===== config.mk =====
export PLATFORM = sky130hd
export DESIGN_NAME = idex_seg_reg_flat
export DESIGN_NICKNAME = d
export VERILOG_FILES = /design/src/rtl/idex_seg_reg_if.sv /design/src/rtl/idex_seg_reg.sv /design/src/flat_wrapper.sv
export SDC_FILE = /design/constraint.sdc
export NUM_CORES = 1
export LEC_CHECK = 0
export CORE_AREA = 4 4 142 144
export CTS_CLUSTER_SIZE = 20
export DETAILED_ROUTE_END_ITERATION = 12
export DIE_AREA = 0 0 146 148
export GPL_ROUTABILITY_DRIVEN = 0
export GPL_TIMING_DRIVEN = 1
export PLACE_DENSITY_LB_ADDON = 0.15
export SYNTH_ARGS = -nofsm -noshare
export SYNTH_HDL_FRONTEND = slang
export SYNTH_SLANG_ARGS = --single-unit

===== constraint.sdc =====
create_clock -name clk -period 1.9 [get_ports clk]
set_input_delay 0.38 -clock clk [delete_from_list [all_inputs] [get_ports clk]]
set_output_delay 0.38 -clock clk [all_outputs]
set_load 0.05 [all_outputs]

===== src/rtl/idex_seg_reg_if.sv =====
// ID/EX segment bundle: hazard controls, D-stage inputs and E-stage outputs.
// Latency: none (wiring only); backpressure: en=0 stalls, clear=1 flushes the register.
// master = ID/hazard side driving D fields; slave = the segment register driving E fields.
interface idex_seg_reg_if #(
    parameter int XLEN   = 32,
    parameter int REG_AW = 5
);
    logic              en;
    logic              clear;

    logic              ValidD;
    logic [XLEN-1:0]   PCD;
    logic [XLEN-1:0]   ImmD;
    logic [XLEN-1:0]   RegOut1D;
    logic [XLEN-1:0]   RegOut2D;
    logic [REG_AW-1:0] RdD;
    logic [REG_AW-1:0] Rs1D;
    logic [REG_AW-1:0] Rs2D;
    logic              JalrD;
    logic [2:0]        RegWriteD;
    logic              MemToRegD;
    logic [3:0]        MemWriteD;
    logic              LoadNpcD;
    logic [1:0]        RegReadD;
    logic [2:0]        BranchTypeD;
    logic [3:0]        AluContrlD;
    logic              AluSrc1D;
    logic [1:0]        AluSrc2D;

    logic              ValidE;
    logic [XLEN-1:0]   PCE;
    logic [XLEN-1:0]   ImmE;
    logic [XLEN-1:0]   RegOut1E;
    logic [XLEN-1:0]   RegOut2E;
    logic [REG_AW-1:0] RdE;
    logic [REG_AW-1:0] Rs1E;
    logic [REG_AW-1:0] Rs2E;
    logic              JalrE;
    logic [2:0]        RegWriteE;
    logic              MemToRegE;
    logic [3:0]        MemWriteE;
    logic              LoadNpcE;
    logic [1:0]        RegReadE;
    logic [2:0]        BranchTypeE;
    logic [3:0]        AluContrlE;
    logic              AluSrc1E;
    logic [1:0]        AluSrc2E;
    logic [31:0]       PerfCntE;

    modport master (
        output en, clear,
        output ValidD, PCD, ImmD, RegOut1D, RegOut2D, RdD, Rs1D, Rs2D,
        output JalrD, RegWriteD, MemToRegD, MemWriteD, LoadNpcD,
        output RegReadD, BranchTypeD, AluContrlD, AluSrc1D, AluSrc2D,
        input  ValidE, PCE, ImmE, RegOut1E, RegOut2E, RdE, Rs1E, Rs2E,
        input  JalrE, RegWriteE, MemToRegE, MemWriteE, LoadNpcE,
        input  RegReadE, BranchTypeE, AluContrlE, AluSrc1E, AluSrc2E,
        input  PerfCntE
    );

    modport slave (
        input  en, clear,
        input  ValidD, PCD, ImmD, RegOut1D, RegOut2D, RdD, Rs1D, Rs2D,
        input  JalrD, RegWriteD, MemToRegD, MemWriteD, LoadNpcD,
        input  RegReadD, BranchTypeD, AluContrlD, AluSrc1D, AluSrc2D,
        output ValidE, PCE, ImmE, RegOut1E, RegOut2E, RdE, Rs1E, Rs2E,
        output JalrE, RegWriteE, MemToRegE, MemWriteE, LoadNpcE,
        output RegReadE, BranchTypeE, AluContrlE, AluSrc1E, AluSrc2E,
        output PerfCntE
    );
endinterface


===== src/rtl/idex_seg_reg.sv =====
// ID/EX pipeline segment register; optional instruction counter under IDEX_PERF_CNT_EN.
// Latency: 1 cycle D->E, no combinational path.
// Backpressure: en=0 holds the E slot indefinitely; clear=1 loads an all-zero bubble over en.
module idex_seg_reg #(
    parameter int XLEN   = 32,
    parameter int REG_AW = 5
) (
    input  logic          clk,
    input  logic          rst_n,
    idex_seg_reg_if.slave bus
);
    typedef struct packed {
        logic              valid;
        logic [XLEN-1:0]   pc;
        logic [XLEN-1:0]   imm;
        logic [XLEN-1:0]   rs1_dat;
        logic [XLEN-1:0]   rs2_dat;
        logic [REG_AW-1:0] rd;
        logic [REG_AW-1:0] rs1;
        logic [REG_AW-1:0] rs2;
        logic              jalr;
        logic [2:0]        reg_write;
        logic              mem_to_reg;
        logic [3:0]        mem_write;
        logic              load_npc;
        logic [1:0]        reg_read;
        logic [2:0]        branch_type;
        logic [3:0]        alu_ctrl;
        logic              alu_src1;
        logic [1:0]        alu_src2;
    } stage_t;

    stage_t d_stage;
    stage_t e_stage;

    always_comb begin
        d_stage             = '0;
        d_stage.valid       = bus.ValidD;
        d_stage.pc          = bus.PCD;
        d_stage.imm         = bus.ImmD;
        d_stage.rs1_dat     = bus.RegOut1D;
        d_stage.rs2_dat     = bus.RegOut2D;
        d_stage.rd          = bus.RdD;
        d_stage.rs1         = bus.Rs1D;
        d_stage.rs2         = bus.Rs2D;
        d_stage.jalr        = bus.JalrD;
        d_stage.reg_write   = bus.RegWriteD;
        d_stage.mem_to_reg  = bus.MemToRegD;
        d_stage.mem_write   = bus.MemWriteD;
        d_stage.load_npc    = bus.LoadNpcD;
        d_stage.reg_read    = bus.RegReadD;
        d_stage.branch_type = bus.BranchTypeD;
        d_stage.alu_ctrl    = bus.AluContrlD;
        d_stage.alu_src1    = bus.AluSrc1D;
        d_stage.alu_src2    = bus.AluSrc2D;
    end

    // All-zero is the bubble encoding: no write-back, no store, no branch.
    always_ff @(posedge clk or negedge rst_n) begin
        if (!rst_n) begin
            e_stage <= '0;
        end else if (bus.clear) begin
            e_stage <= '0;
        end else if (bus.en) begin
            e_stage <= d_stage;
        end
    end

    assign bus.ValidE      = e_stage.valid;
    assign bus.PCE         = e_stage.pc;
    assign bus.ImmE        = e_stage.imm;
    assign bus.RegOut1E    = e_stage.rs1_dat;
    assign bus.RegOut2E    = e_stage.rs2_dat;
    assign bus.RdE         = e_stage.rd;
    assign bus.Rs1E        = e_stage.rs1;
    assign bus.Rs2E        = e_stage.rs2;
    assign bus.JalrE       = e_stage.jalr;
    assign bus.RegWriteE   = e_stage.reg_write;
    assign bus.MemToRegE   = e_stage.mem_to_reg;
    assign bus.MemWriteE   = e_stage.mem_write;
    assign bus.LoadNpcE    = e_stage.load_npc;
    assign bus.RegReadE    = e_stage.reg_read;
    assign bus.BranchTypeE = e_stage.branch_type;
    assign bus.AluContrlE  = e_stage.alu_ctrl;
    assign bus.AluSrc1E    = e_stage.alu_src1;
    assign bus.AluSrc2E    = e_stage.alu_src2;

`ifdef IDEX_PERF_CNT_EN
    // Counts real instructions entering EX; a flush does not rewind it.
    logic [31:0] perf_cnt;

    always_ff @(posedge clk or negedge rst_n) begin
        if (!rst_n) begin
            perf_cnt <= '0;
        end else if (!bus.clear && bus.en && bus.ValidD) begin
            perf_cnt <= perf_cnt + 32'd1;
        end
    end

    assign bus.PerfCntE = perf_cnt;
`else
    assign bus.PerfCntE = 32'd0;
`endif
endmodule


===== src/flat_wrapper.sv =====
// flat-port wrapper written by rule: the top's interface ports become plain ports
module idex_seg_reg_flat 
#(
    parameter int XLEN   = 32,
    parameter int REG_AW = 5
)
  (clk, rst_n, bus_en, bus_clear, bus_ValidD, bus_PCD, bus_ImmD, bus_RegOut1D, bus_RegOut2D, bus_RdD, bus_Rs1D, bus_Rs2D, bus_JalrD, bus_RegWriteD, bus_MemToRegD, bus_MemWriteD, bus_LoadNpcD, bus_RegReadD, bus_BranchTypeD, bus_AluContrlD, bus_AluSrc1D, bus_AluSrc2D, bus_ValidE, bus_PCE, bus_ImmE, bus_RegOut1E, bus_RegOut2E, bus_RdE, bus_Rs1E, bus_Rs2E, bus_JalrE, bus_RegWriteE, bus_MemToRegE, bus_MemWriteE, bus_LoadNpcE, bus_RegReadE, bus_BranchTypeE, bus_AluContrlE, bus_AluSrc1E, bus_AluSrc2E, bus_PerfCntE);
  idex_seg_reg_if #(.XLEN(XLEN), .REG_AW(REG_AW)) bus_i ();
  input  logic clk;
  input  logic rst_n;
  input wire logic [$bits(bus_i.en)-1:0] bus_en;
  input wire logic [$bits(bus_i.clear)-1:0] bus_clear;
  input wire logic [$bits(bus_i.ValidD)-1:0] bus_ValidD;
  input wire logic [$bits(bus_i.PCD)-1:0] bus_PCD;
  input wire logic [$bits(bus_i.ImmD)-1:0] bus_ImmD;
  input wire logic [$bits(bus_i.RegOut1D)-1:0] bus_RegOut1D;
  input wire logic [$bits(bus_i.RegOut2D)-1:0] bus_RegOut2D;
  input wire logic [$bits(bus_i.RdD)-1:0] bus_RdD;
  input wire logic [$bits(bus_i.Rs1D)-1:0] bus_Rs1D;
  input wire logic [$bits(bus_i.Rs2D)-1:0] bus_Rs2D;
  input wire logic [$bits(bus_i.JalrD)-1:0] bus_JalrD;
  input wire logic [$bits(bus_i.RegWriteD)-1:0] bus_RegWriteD;
  input wire logic [$bits(bus_i.MemToRegD)-1:0] bus_MemToRegD;
  input wire logic [$bits(bus_i.MemWriteD)-1:0] bus_MemWriteD;
  input wire logic [$bits(bus_i.LoadNpcD)-1:0] bus_LoadNpcD;
  input wire logic [$bits(bus_i.RegReadD)-1:0] bus_RegReadD;
  input wire logic [$bits(bus_i.BranchTypeD)-1:0] bus_BranchTypeD;
  input wire logic [$bits(bus_i.AluContrlD)-1:0] bus_AluContrlD;
  input wire logic [$bits(bus_i.AluSrc1D)-1:0] bus_AluSrc1D;
  input wire logic [$bits(bus_i.AluSrc2D)-1:0] bus_AluSrc2D;
  output wire logic [$bits(bus_i.ValidE)-1:0] bus_ValidE;
  output wire logic [$bits(bus_i.PCE)-1:0] bus_PCE;
  output wire logic [$bits(bus_i.ImmE)-1:0] bus_ImmE;
  output wire logic [$bits(bus_i.RegOut1E)-1:0] bus_RegOut1E;
  output wire logic [$bits(bus_i.RegOut2E)-1:0] bus_RegOut2E;
  output wire logic [$bits(bus_i.RdE)-1:0] bus_RdE;
  output wire logic [$bits(bus_i.Rs1E)-1:0] bus_Rs1E;
  output wire logic [$bits(bus_i.Rs2E)-1:0] bus_Rs2E;
  output wire logic [$bits(bus_i.JalrE)-1:0] bus_JalrE;
  output wire logic [$bits(bus_i.RegWriteE)-1:0] bus_RegWriteE;
  output wire logic [$bits(bus_i.MemToRegE)-1:0] bus_MemToRegE;
  output wire logic [$bits(bus_i.MemWriteE)-1:0] bus_MemWriteE;
  output wire logic [$bits(bus_i.LoadNpcE)-1:0] bus_LoadNpcE;
  output wire logic [$bits(bus_i.RegReadE)-1:0] bus_RegReadE;
  output wire logic [$bits(bus_i.BranchTypeE)-1:0] bus_BranchTypeE;
  output wire logic [$bits(bus_i.AluContrlE)-1:0] bus_AluContrlE;
  output wire logic [$bits(bus_i.AluSrc1E)-1:0] bus_AluSrc1E;
  output wire logic [$bits(bus_i.AluSrc2E)-1:0] bus_AluSrc2E;
  output wire logic [$bits(bus_i.PerfCntE)-1:0] bus_PerfCntE;
  assign bus_i.en = bus_en;
  assign bus_i.clear = bus_clear;
  assign bus_i.ValidD = bus_ValidD;
  assign bus_i.PCD = bus_PCD;
  assign bus_i.ImmD = bus_ImmD;
  assign bus_i.RegOut1D = bus_RegOut1D;
  assign bus_i.RegOut2D = bus_RegOut2D;
  assign bus_i.RdD = bus_RdD;
  assign bus_i.Rs1D = bus_Rs1D;
  assign bus_i.Rs2D = bus_Rs2D;
  assign bus_i.JalrD = bus_JalrD;
  assign bus_i.RegWriteD = bus_RegWriteD;
  assign bus_i.MemToRegD = bus_MemToRegD;
  assign bus_i.MemWriteD = bus_MemWriteD;
  assign bus_i.LoadNpcD = bus_LoadNpcD;
  assign bus_i.RegReadD = bus_RegReadD;
  assign bus_i.BranchTypeD = bus_BranchTypeD;
  assign bus_i.AluContrlD = bus_AluContrlD;
  assign bus_i.AluSrc1D = bus_AluSrc1D;
  assign bus_i.AluSrc2D = bus_AluSrc2D;
  assign bus_ValidE = bus_i.ValidE;
  assign bus_PCE = bus_i.PCE;
  assign bus_ImmE = bus_i.ImmE;
  assign bus_RegOut1E = bus_i.RegOut1E;
  assign bus_RegOut2E = bus_i.RegOut2E;
  assign bus_RdE = bus_i.RdE;
  assign bus_Rs1E = bus_i.Rs1E;
  assign bus_Rs2E = bus_i.Rs2E;
  assign bus_JalrE = bus_i.JalrE;
  assign bus_RegWriteE = bus_i.RegWriteE;
  assign bus_MemToRegE = bus_i.MemToRegE;
  assign bus_MemWriteE = bus_i.MemWriteE;
  assign bus_LoadNpcE = bus_i.LoadNpcE;
  assign bus_RegReadE = bus_i.RegReadE;
  assign bus_BranchTypeE = bus_i.BranchTypeE;
  assign bus_AluContrlE = bus_i.AluContrlE;
  assign bus_AluSrc1E = bus_i.AluSrc1E;
  assign bus_AluSrc2E = bus_i.AluSrc2E;
  assign bus_PerfCntE = bus_i.PerfCntE;
  idex_seg_reg #(.XLEN(XLEN), .REG_AW(REG_AW)) u_core (.clk(clk), .rst_n(rst_n), .bus(bus_i));
endmodule

======== After elaboration in Yosys (flattened, before gate mapping) ========
Index checks and enable logic that the tools add are counted.
storage, ports and cells
  memory bits (read-only) ................. 0
  word-level logic and storage cells ...... 21
  register bits ........................... 166
  bits of input ports ..................... 170
  memories kept ........................... 0
  memory bits (writable) .................. 0
  bits in latches ......................... 0
operators by class
  magnitude comparators ................... 0
  reduce and logical (&&, ||, !) cells .... 1
  multipliers ............................. 0
  equal/unequal tests ..................... 0
  divide/modulo/power cells ............... 0
  shift-type cells ........................ 0
  $add $sub $neg .......................... 0
  bitwise operators ....................... 0
  muxes and demuxes ....................... 2
operators with widths
  kind                count
  $mux W166           2
  $reduce_bool A2 Y1  1

======== Depth between registers and ports, before layout ========
Gate-level depths: netlist (run 1).
  depth after elaboration ................. 2
  gate-level depth with buffers ........... 5
  depth with buffers taken out ............ 2

======== Worst setup path after synthesis (run 1) ========
OpenSTA, ideal clock, no wires.
  kind .................................... input to register
  from .................................... input port bus_en
  to ...................................... register u_core.e_stage, in the netlist u_core.bus.ImmE[0]
  slack ................................... 0.740 ns
  data required time ...................... 1.768 ns
  library setup time ...................... 0.132 ns
  buffers on the path ..................... 3
  arrival time ............................ 1.028 ns
  stages .................................. 5
  cells stage by stage .................... buf_4 > buf_12 > buf_12 > mux2i_1 > nor2_1
on the way
  word-level cells in the longest chain between the ends .. 1
ends and longest elaborated chain
  item                          RTL line            source
  start: declaration            flat_wrapper.sv:11  input wire logic [$bits(bus_i.en)-1:0] bus_en;
  $reduce_bool A2 Y1 (no line)  -
  end signal: assignment        idex_seg_reg.sv:65  e_stage <= d_stage;
  end: declaration              idex_seg_reg.sv:34  stage_t e_stage;
Every way passes these cells.
A chain may end at the register's enable or synchronous reset.

======== Final worst setup path (run 1) ========
  from .................................... register u_core.e_stage, in the netlist u_core.bus.RdE[1]
  to ...................................... output port bus_RdE[1]
RTL lines
  item              RTL line            source
  end: declaration  flat_wrapper.sv:36  output wire logic [$bits(bus_i.RdE)-1:0] bus_RdE;
No word-level cell between the ends.

==> impl_metrics.tcl, run 1 <==
set metrics [dict create \
    max_slew_margin_pct 64.6 \
    setup_viol 0 \
    timing.final.crit_period_ns 1.72 \
    powerDensity_nw_per_um2 857 \
    crit_buf_inv 1 \
    drtPass1Iterations 4 \
    cts_tree "yes" \
    arrival_ns 1.34 \
    htree_levels 4 \
    pin_count 368 \
    fp.dieH_um 148 \
    cap_viol_max_count 0 \
    setup_ws_ns 0.183 \
    grt_overflow_total 0 \
    insertion_delay_ns 0.41 \
    seq_power_share_pct 41.7 \
    power_switching_mw 2.90 \
    antenna_found_initial 0 \
    synth-seq-area-share_pct 58.6 \
    drcViolationCount 0 \
    numCtsBuffers 17 \
    hp-class "in2reg" \
    synth.distinct_cells 9 \
    synth_cells 568 \
    rrSetupSlack_ns 1.17 \
    ys_seq_elements 166 \
    fmax_ghz 0.583 \
    grt_pass1_vias 5790 \
    worst_pin_slew_ns 0.533 \
    finalCritPeriodShare_pct 90.3 \
    drtAntennaViolNets 0 \
    intPower_mw 6.32 \
    ir_worst_vdd_mv 0.580 \
    cp_slowest_cell "dlygate4sd2_1" \
    drive_gt1_share_pct 13.1 \
    dpl.hpwl_um 15400 \
    die_w_um 146 \
    synth_top_area_share_pct 58.6 \
    fin_nets 1074 \
    port_buffers 335 \
    crit_type "reg2out" \
    ys_warn_count 0 \
    avgSynthCellArea_um2 12.5 \
    rsz0062_at_grt "no" \
    clk_path_buf_depth 2 \
    grtUsageTotal_pct 18.5 \
    clock_sinks 166 \
    wl_um 20300 \
    status "finished clean" \
    vias 5249 \
    detailedPlace.worstSlack_ns 0.359 \
    viasPerCell 4.57 \
    p_leak_nw 5.73 \
    comb_power_share_pct 23.2 \
    final_cell_mix "mux2i_1 (166), nor2_1 (166), clkdlybuf4s50_1 (166), dfrtp_1 (166), dlygate4sd2_1 (97)" \
    cp_max_fo 2 \
    rows 50 \
    grt_max_degree 67 \
    crit_required_ns 1.52 \
    clockPowerShare_pct 35.1 \
    maxSlewViolCount 0 \
    cts_root_buffer "clkbuf_16" \
    initial_core_util_pct 37.9 \
    synth_area_leaders "dfrtp_1 (59%), mux2i_1 (23%), nor2_1 (8.8%), buf_12 (4.2%), buf_4 (3.7%)" \
    area_growth_pct 51.6 \
    fin_skew_ns 0 \
    grt_pass1_wl_um 31800 \
    cp-end-kind "output pin" \
    swShare_pct 31.4 \
    crit_path_max_incr_delay_ns 0.55 \
    finalHoldViolations 0 \
    crit_chain "dlygate4sd2_1" \
    fin_tns_setup_ns 0 \
    start_kind "flip-flop" \
    n_antenna_cell 0 \
    synth.largest_area_cell "dfrtp_1" \
    postLayoutCoreUtil_pct 57.5 \
    wl_per_cell_um 17.6 \
    synth_area_um2 7090 \
    dieArea_um2 21600 \
    clkTransAtPathRegs_ns 0.07 \
    crit_family "buffers and inverters" \
    drt_iter0_drc 105 \
    core_area_um2 18700 \
]
[sequential cells by signal (all words and copies together) (netlist names), 2 cells and up]
signal                  flops
u_core.bus.RegOut1E        32
u_core.bus.MemWriteE        4
u_core.bus.RegReadE         2
u_core.bus.Rs2E             5
u_core.bus.RegWriteE        3
u_core.bus.Rs1E             5
u_core.bus.RegOut2E        32
u_core.bus.BranchTypeE      3
u_core.bus.PCE             32
u_core.bus.AluContrlE       4
u_core.bus.ImmE            32
u_core.bus.RdE              5
u_core.bus.AluSrc2E         2
[power groups by stage]
stage	Combinational [mW]	Clock, mW	Sequential [mW]
4_1_cts	2.17	3.35	3.84
5_1_grt	2.26	3.52	3.87
3_3_place_gp	2.21	0	3.90
3_5_place_dp	2.24	0	3.91
2_1_floorplan	0.676	0	4.61
6_report	2.14	3.24	3.84
[cell usage after synthesis]
library cell / instances
buf_8: 1
buf_2: 5
dfrtp_1: 166
buf_12: 15
conb_1: 1
mux2i_1: 166
clkbuf_1: 13
nor2_1: 166
buf_4: 35
[per-stage QoR]
stage | total power [mW] | cells | instance area [µm²] | hold slack (ns)
2_1_floorplan | 5.28 | 599 | 7210 | 0.0844
6_report | 9.22 | 1149 | 10800 | 0.364
5_1_grt | 9.64 | 1149 | 10800 | 0.359
3_5_place_dp | 6.15 | 1118 | 10300 | 0.337
3_3_place_gp | 6.11 | 1118 | 10300 | 0.335
4_1_cts | 9.35 | 1149 | 10800 | 0.341
[cells by family after synthesis]
| group | Yosys count | share of synthesized area, % |
|---|---|---|
| flip-flops | 166 | 58.6 |
| AND/OR/NAND/NOR | 166 | 8.78 |
| multiplexers | 166 | 23.4 |
| buffers and inverters | 69 | 9.19 |
| other | 1 | 0.0529 |
[what timing repair did]
action                                  in CTS  in global routing
buffers inserted                             0                  0
hold buffers                                 1                  0
gates resized for setup                     97                  0
endpoints found under the setup margin      97                  0
hold endpoints to repair                    35                  0
[cell type report]
cell class,count,area (µm²)
timing repair buffer,355,3350
fill,1609,7950
clock buffer,18,429
multi-input combinational,364,2400
sequential,166,4150
clock inverter,12,124
tap,234,293
[final timing paths]
check                                      end  cells past startpoint                start
max reg2reg                u_core.bus.ImmE[25]                      2  u_core.bus.ImmE[25]
min in group asynchronous   u_core.bus.ImmE[2]                      2                rst_n
min                        u_core.bus.AluSrc1E                      2            bus_clear
max in group asynchronous  u_core.bus.ImmE[12]                      3                rst_n
max                                 bus_RdE[1]                      1    u_core.bus.RdE[1]
min reg2reg                 u_core.bus.ImmE[0]                      2   u_core.bus.ImmE[0]
[routing by layer]
layer | part of all wire [%] | up-vias | track usage [%]
li1 | - | 2482 | -
met1 | 39 | 2497 | 21.7
met2 | 49 | 245 | 30.7
met3 | 9.7 | 25 | 7.60
met4 | 2.3 | 0 | 6.77
met5 | 0 | - | 0
No activity file was read; power rests on OpenSTA's default activity.
==> run 2: changes to the inputs <==
--- a/config.mk
+++ b/config.mk
@@ -11,7 +11,7 @@
 export DIE_AREA = 0 0 146 148
 export GPL_ROUTABILITY_DRIVEN = 0
 export GPL_TIMING_DRIVEN = 1
-export PLACE_DENSITY_LB_ADDON = 0.15
+export PLACE_DENSITY = 0.8
 export SYNTH_ARGS = -nofsm -noshare
 export SYNTH_HDL_FRONTEND = slang
 export SYNTH_SLANG_ARGS = --single-unit
==> run 2 against run 1 <==
First-iteration DRC count rose by 36%. Critical path depth stayed put. Total power up 0.56%. Design area is 0.30% lower. Largest cell class unchanged.
==> impl_metrics.tcl, run 2 (synthesis results as in run 1) <==
set metrics [dict create \
    status "finished clean" \
    drcViolationCount 0 \
    cts_tree "yes" \
    hp-start "bus_clear" \
    ir_worst_vdd_mv 0.552 \
    powerDensity_nw_per_um2 865 \
    vias 5270 \
    hp-class "in2reg" \
    crit_family "buffers and inverters" \
    holdPathStages 2 \
    initial_core_util_pct 37.9 \
    crit_chain "dlygate4sd2_1" \
    fin_skew_ns 0 \
    hold_end "u_core.bus.AluSrc2E[1]" \
    grt_overflow_total 0 \
    postCtsSetupBuffers 0 \
    port_buffers 335 \
    grtUsageTotal_pct 18.1 \
    antenna_found_initial 0 \
    crit_required_ns 1.52 \
    grt_pass1_wl_um 31200 \
    die_w_um 146 \
    dieArea_um2 21600 \
    cap_viol_max_count 0 \
    maxSlewViolCount 0 \
    crit_path_max_incr_delay_ns 0.54 \
    timing.final.crit_period_ns 1.70 \
    crit_buf_inv 1 \
    rrSetupSlack_ns 1.15 \
    rows 50 \
    postLayoutCoreUtil_pct 57.3 \
    clk_path_buf_depth 2 \
    crit_type "reg2out" \
    worst_pin_slew_ns 0.513 \
    dpl.hpwl_um 14600 \
    viasPerCell 4.57 \
    rr_startpoint "u_core.bus.RegOut2E[1]" \
    pin_count 368 \
    rr_endpoint "u_core.bus.RegOut2E[1]" \
    max_slew_margin_pct 65.9 \
    n_antenna_cell 0 \
    fin_tns_setup_ns 0 \
    ff_latch_area_um2 4150 \
    cts_root_buffer "clkbuf_16" \
    core_area_um2 18700 \
    insertion_delay_ns 0.41 \
    wl_um 19600 \
    drtAntennaViolNets 0 \
    wl_per_cell_um 17.0 \
    cp_slowest_cell "dlygate4sd2_1" \
    drtPass1Iterations 4 \
    arrival_ns 1.32 \
    fin_nets 1075 \
    finalHoldViolations 0 \
    setup_viol 0 \
    final_cell_mix "mux2i_1 (166), nor2_1 (166), clkdlybuf4s50_1 (166), dfrtp_1 (166), buf_4 (100)" \
    clkTransAtPathRegs_ns 0.07 \
    grt_pass1_vias 5616 \
    clock_sinks 166 \
    drt_iter0_drc 143 \
    reg2reg_depth 2 \
    htree_levels 4 \
    multiInputGateArea_um2 2400 \
    rsz0062_at_grt "no" \
    start_kind "flip-flop" \
    finalCritPeriodShare_pct 89.7 \
    cp-end-kind "output pin" \
    nFillCells 1606 \
    drive_gt1_share_pct 15.6 \
    area_growth_pct 51.2 \
    fmax_ghz 0.587 \
    grt_max_degree 82 \
    p_leak_nw 5.70 \
    fp.dieH_um 148 \
    cp_max_fo 2 \
    numCtsBuffers 17 \
]
run 2: cell count changes in the layout (fill, tap and decap cells not counted), sizes merged:
cell,change
buf,+20
bufinv,-1
clkinv,+5
clkinvlp,-3
dlygate4sd2,-19
inv,+1
run 2: where the power goes:
| group | switching, mW | internal (mW) | leakage (nW) |
|---|---|---|---|
| clock network | 1.55 | 1.75 | 0.278 |
| registers | 0.102 | 3.73 | 2.20 |
| logic | 1.36 | 0.778 | 3.22 |
| total | 3.01 | 6.26 | 5.70 |
run 2: final cells by class:
class / count / share of cell area, %
clock inverters: 14 / 1.14
flip-flops and latches: 166 / 38.7
multi-input cells: 364 / 22.4
clock buffers: 18 / 4.10
repair buffers: 356 / 30.9
well taps: 234 / 2.73
run 2: stage by stage:
stage	cell area, µm²	std cells	total power [mW]	worst slack (ns)	hold slack, ns
floorplan	7210	599	5.28	0.740	0.0844
global placement	10200	1119	6.10	0.379	0.339
detailed placement	10200	1119	6.13	0.365	0.342
CTS	10700	1152	9.38	0.176	0.236
global route	10700	1152	9.64	0.142	0.245
finish	10700	1152	9.27	0.196	0.256
run 2: how the worst max path moves through the flow:
stage                                  startpoint                 end  slack, ns  cells after the start
after detailed placement   u_core.bus.RegOut2E[1]     bus_RegOut2E[1]       0.36                      1
after global placement         u_core.bus.PCE[27]         bus_PCE[27]       0.38                      1
after floorplan                            bus_en  u_core.bus.ImmE[0]       0.74                      5
final                            u_core.bus.JalrE           bus_JalrE       0.20                      1
after CTS                        u_core.bus.JalrE           bus_JalrE       0.18                      1
after global routing      u_core.bus.RegOut2E[18]    bus_RegOut2E[18]       0.14                      1
run 2: repair_timing:
item | in CTS | in global routing
hold buffers | 1 | 0
resized for setup | 78 | 0
hold endpoints to repair | 37 | 0
setup endpoints to repair | 78 | 0
run 2: layer usage:
metal	wire length, µm	part of all wire, %	GRT usage, %
met5	0	0	0
met4	439	2.2	5.60
met3	1770	9.0	7.20
met2	9630	49	30.4
met1	7790	40	21.5
==> run 3: changes to the inputs <==
--- a/config.mk
+++ b/config.mk
@@ -5,13 +5,15 @@
 export SDC_FILE = /design/constraint.sdc
 export NUM_CORES = 1
 export LEC_CHECK = 0
-export CORE_AREA = 4 4 142 144
+export CELL_PAD_IN_SITES_DETAIL_PLACEMENT = 0
+export CELL_PAD_IN_SITES_GLOBAL_PLACEMENT = 1
+export CORE_MARGIN = 4
+export CORE_UTILIZATION = 32
 export CTS_CLUSTER_SIZE = 20
 export DETAILED_ROUTE_END_ITERATION = 12
-export DIE_AREA = 0 0 146 148
 export GPL_ROUTABILITY_DRIVEN = 0
 export GPL_TIMING_DRIVEN = 1
-export PLACE_DENSITY = 0.8
+export PLACE_DENSITY = 0.88
 export SYNTH_ARGS = -nofsm -noshare
 export SYNTH_HDL_FRONTEND = slang
 export SYNTH_SLANG_ARGS = --single-unit
==> run 3 against run 2 <==
Hold slack gained 0.092 ns. Count of clock-buffer cells in the layout is the same. Setup slack gained 0.0045 ns. Die area grew 14%. Utilization shrank 7.7 points. Critical path type unchanged. Critical endpoint is now bus_RegOut1E[21].
==> impl_metrics.tcl, run 3 (synthesis results as in run 1) <==
set metrics [dict create \
    status "finished clean" \
    multiInputGateArea_um2 2400 \
    grt_max_degree 53 \
    clkTransAtPathRegs_ns 0.07 \
    reg2reg_depth 2 \
    initial_core_util_pct 32.5 \
    crit_buf_inv 1 \
    grt_pass1_vias 5570 \
    rrSetupSlack_ns 1.17 \
    clockPowerShare_pct 36.0 \
    dpl.hpwl_um 15600 \
    die_w_um 157 \
    port_buffers 335 \
    ir_worst_vdd_mv 0.516 \
    p_leak_nw 5.72 \
    rows 54 \
    timing.final.crit_period_ns 1.70 \
    wl_um 20500 \
    arrival_ns 1.32 \
    start_kind "flip-flop" \
    vias 5306 \
    grt_pass1_wl_um 30600 \
    clock_sinks 166 \
    comb_power_share_pct 23.0 \
    holdPathStages 2 \
    use_met2_pct 27.3 \
    finalCritPeriodShare_pct 89.5 \
    nFillCells 2028 \
    wl_per_cell_um 17.1 \
    seq_power_share_pct 40.9 \
    rr_startpoint "u_core.bus.ImmE[30]" \
    final_cell_mix "mux2i_1 (166), nor2_1 (166), clkdlybuf4s50_1 (166), dfrtp_1 (166), buf_4 (107)" \
    drtPass1Iterations 4 \
    fin_tns_setup_ns 0 \
    fin_skew_ns 0 \
    cp_slowest_cell "dlygate4sd2_1" \
    power_switching_mw 3.07 \
    drive_gt1_share_pct 16.5 \
    powerDensity_nw_per_um2 865 \
    fp.dieH_um 157 \
    crit_family "buffers and inverters" \
    setup_viol 0 \
    hold_end "u_core.bus.PCE[1]" \
    cp-end-kind "output pin" \
    htree_levels 4 \
    clk_path_buf_depth 2 \
    cap_viol_max_count 0 \
    grt_overflow_total 0 \
    rsz0062_at_grt "no" \
    postCtsSetupBuffers 0 \
    worst_pin_slew_ns 0.567 \
    grt.busiest_layer "met2" \
    met1_usage_pct 18.9 \
    crit_path_max_incr_delay_ns 0.54 \
    swShare_pct 32.8 \
    stdcell_count 1201 \
    place_inst 1168 \
    grtUsageTotal_pct 15.9 \
    drt_iter0_drc 130 \
    crit_type "reg2out" \
    fmax_ghz 0.588 \
    fin_nets 1078 \
    ff_latch_area_um2 4150 \
    hp-class "in2reg" \
    antenna_found_initial 0 \
    hp-start "bus_clear" \
    cts_tree "yes" \
    pin_count 368 \
    crit_chain "dlygate4sd2_1" \
    grtUsageMet3_pct 6.35 \
    dieArea_um2 24600 \
    core_area_um2 21800 \
    drtAntennaViolNets 0 \
    hold_ws_ns 0.349 \
    insertion_delay_ns 0.42 \
    finalHoldViolations 0 \
    area_growth_pct 52.7 \
    rr_endpoint "u_core.bus.ImmE[30]" \
    max_slew_margin_pct 62.2 \
    cts_root_buffer "clkbuf_16" \
    n_antenna_cell 0 \
    maxSlewViolCount 0 \
    intPower_mw 6.30 \
    crit_required_ns 1.52 \
    viasPerCell 4.42 \
    numCtsBuffers 17 \
    cp_max_fo 2 \
    drcViolationCount 0 \
]
==> run 3: changes by cell type in the layout (fill, tap and decap cells not counted), sizes merged <==
| cell | before | now |
|---|---|---|
| dlygate4sd2 | 78 | 72 |
| buf | 110 | 119 |
| clkinv | 8 | 3 |
| inv | 5 | 10 |
==> run 3: worst max path at each step <==
stage                       startpoint                 end  slack (ns)  cells past startpoint
3_3_place_gp   u_core.bus.RegOut1E[13]    bus_RegOut1E[13]        0.36                      1
5_1_grt        u_core.bus.RegOut1E[21]    bus_RegOut1E[21]        0.13                      1
6_report       u_core.bus.RegOut1E[21]    bus_RegOut1E[21]        0.20                      1
2_1_floorplan                   bus_en  u_core.bus.ImmE[0]        0.74                      5
4_1_cts        u_core.bus.RegOut2E[14]    bus_RegOut2E[14]        0.17                      1
3_5_place_dp   u_core.bus.RegOut2E[14]    bus_RegOut2E[14]        0.36                      1
==> run 3: per-layer routing <==
| layer | share of wire (%) | vias up |
|---|---|---|
| li1 | - | 2495 |
| met4 | 1.2 | 0 |
| met3 | 11 | 15 |
| met5 | 0 | - |
| met2 | 49 | 264 |
| met1 | 39 | 2532 |
==> run 3: stage by stage <==
stage / util [%] / worst slack (ns) / power, mW / instance area [µm²]
after CTS: 49.6 / 0.166 / 9.54 / 10800
after detailed placement: 47.4 / 0.365 / 6.15 / 10300
after global placement: 47.4 / 0.364 / 6.12 / 10300
after floorplan: - / 0.740 / 5.28 / 7210
after global routing: 49.6 / 0.128 / 9.80 / 10800
final: 49.6 / 0.200 / 9.37 / 10800
==> run 3: power by group through the flow <==
stage	Combinational, mW	Clock, mW	Sequential [mW]
after floorplan	0.676	0	4.61
after global placement	2.23	0	3.90
after detailed placement	2.24	0	3.91
after CTS	2.19	3.51	3.84
after global routing	2.28	3.66	3.86
final	2.16	3.38	3.83
==> run 3: timing repair <==
| item | CTS | global route |
|---|---|---|
| endpoints found under the setup margin | 72 | 0 |
| hold buffers | 1 | 0 |
| hold endpoints to repair | 43 | 0 |
| resized for setup | 72 | 0 |
==> run 3: cell type report <==
type	instances	share of cell area, %
clock inverter	14	1.21
timing repair buffer	359	30.9
clock buffer	18	4.05
tap	280	3.23
multi-input combinational	364	22.2
sequential	166	38.4
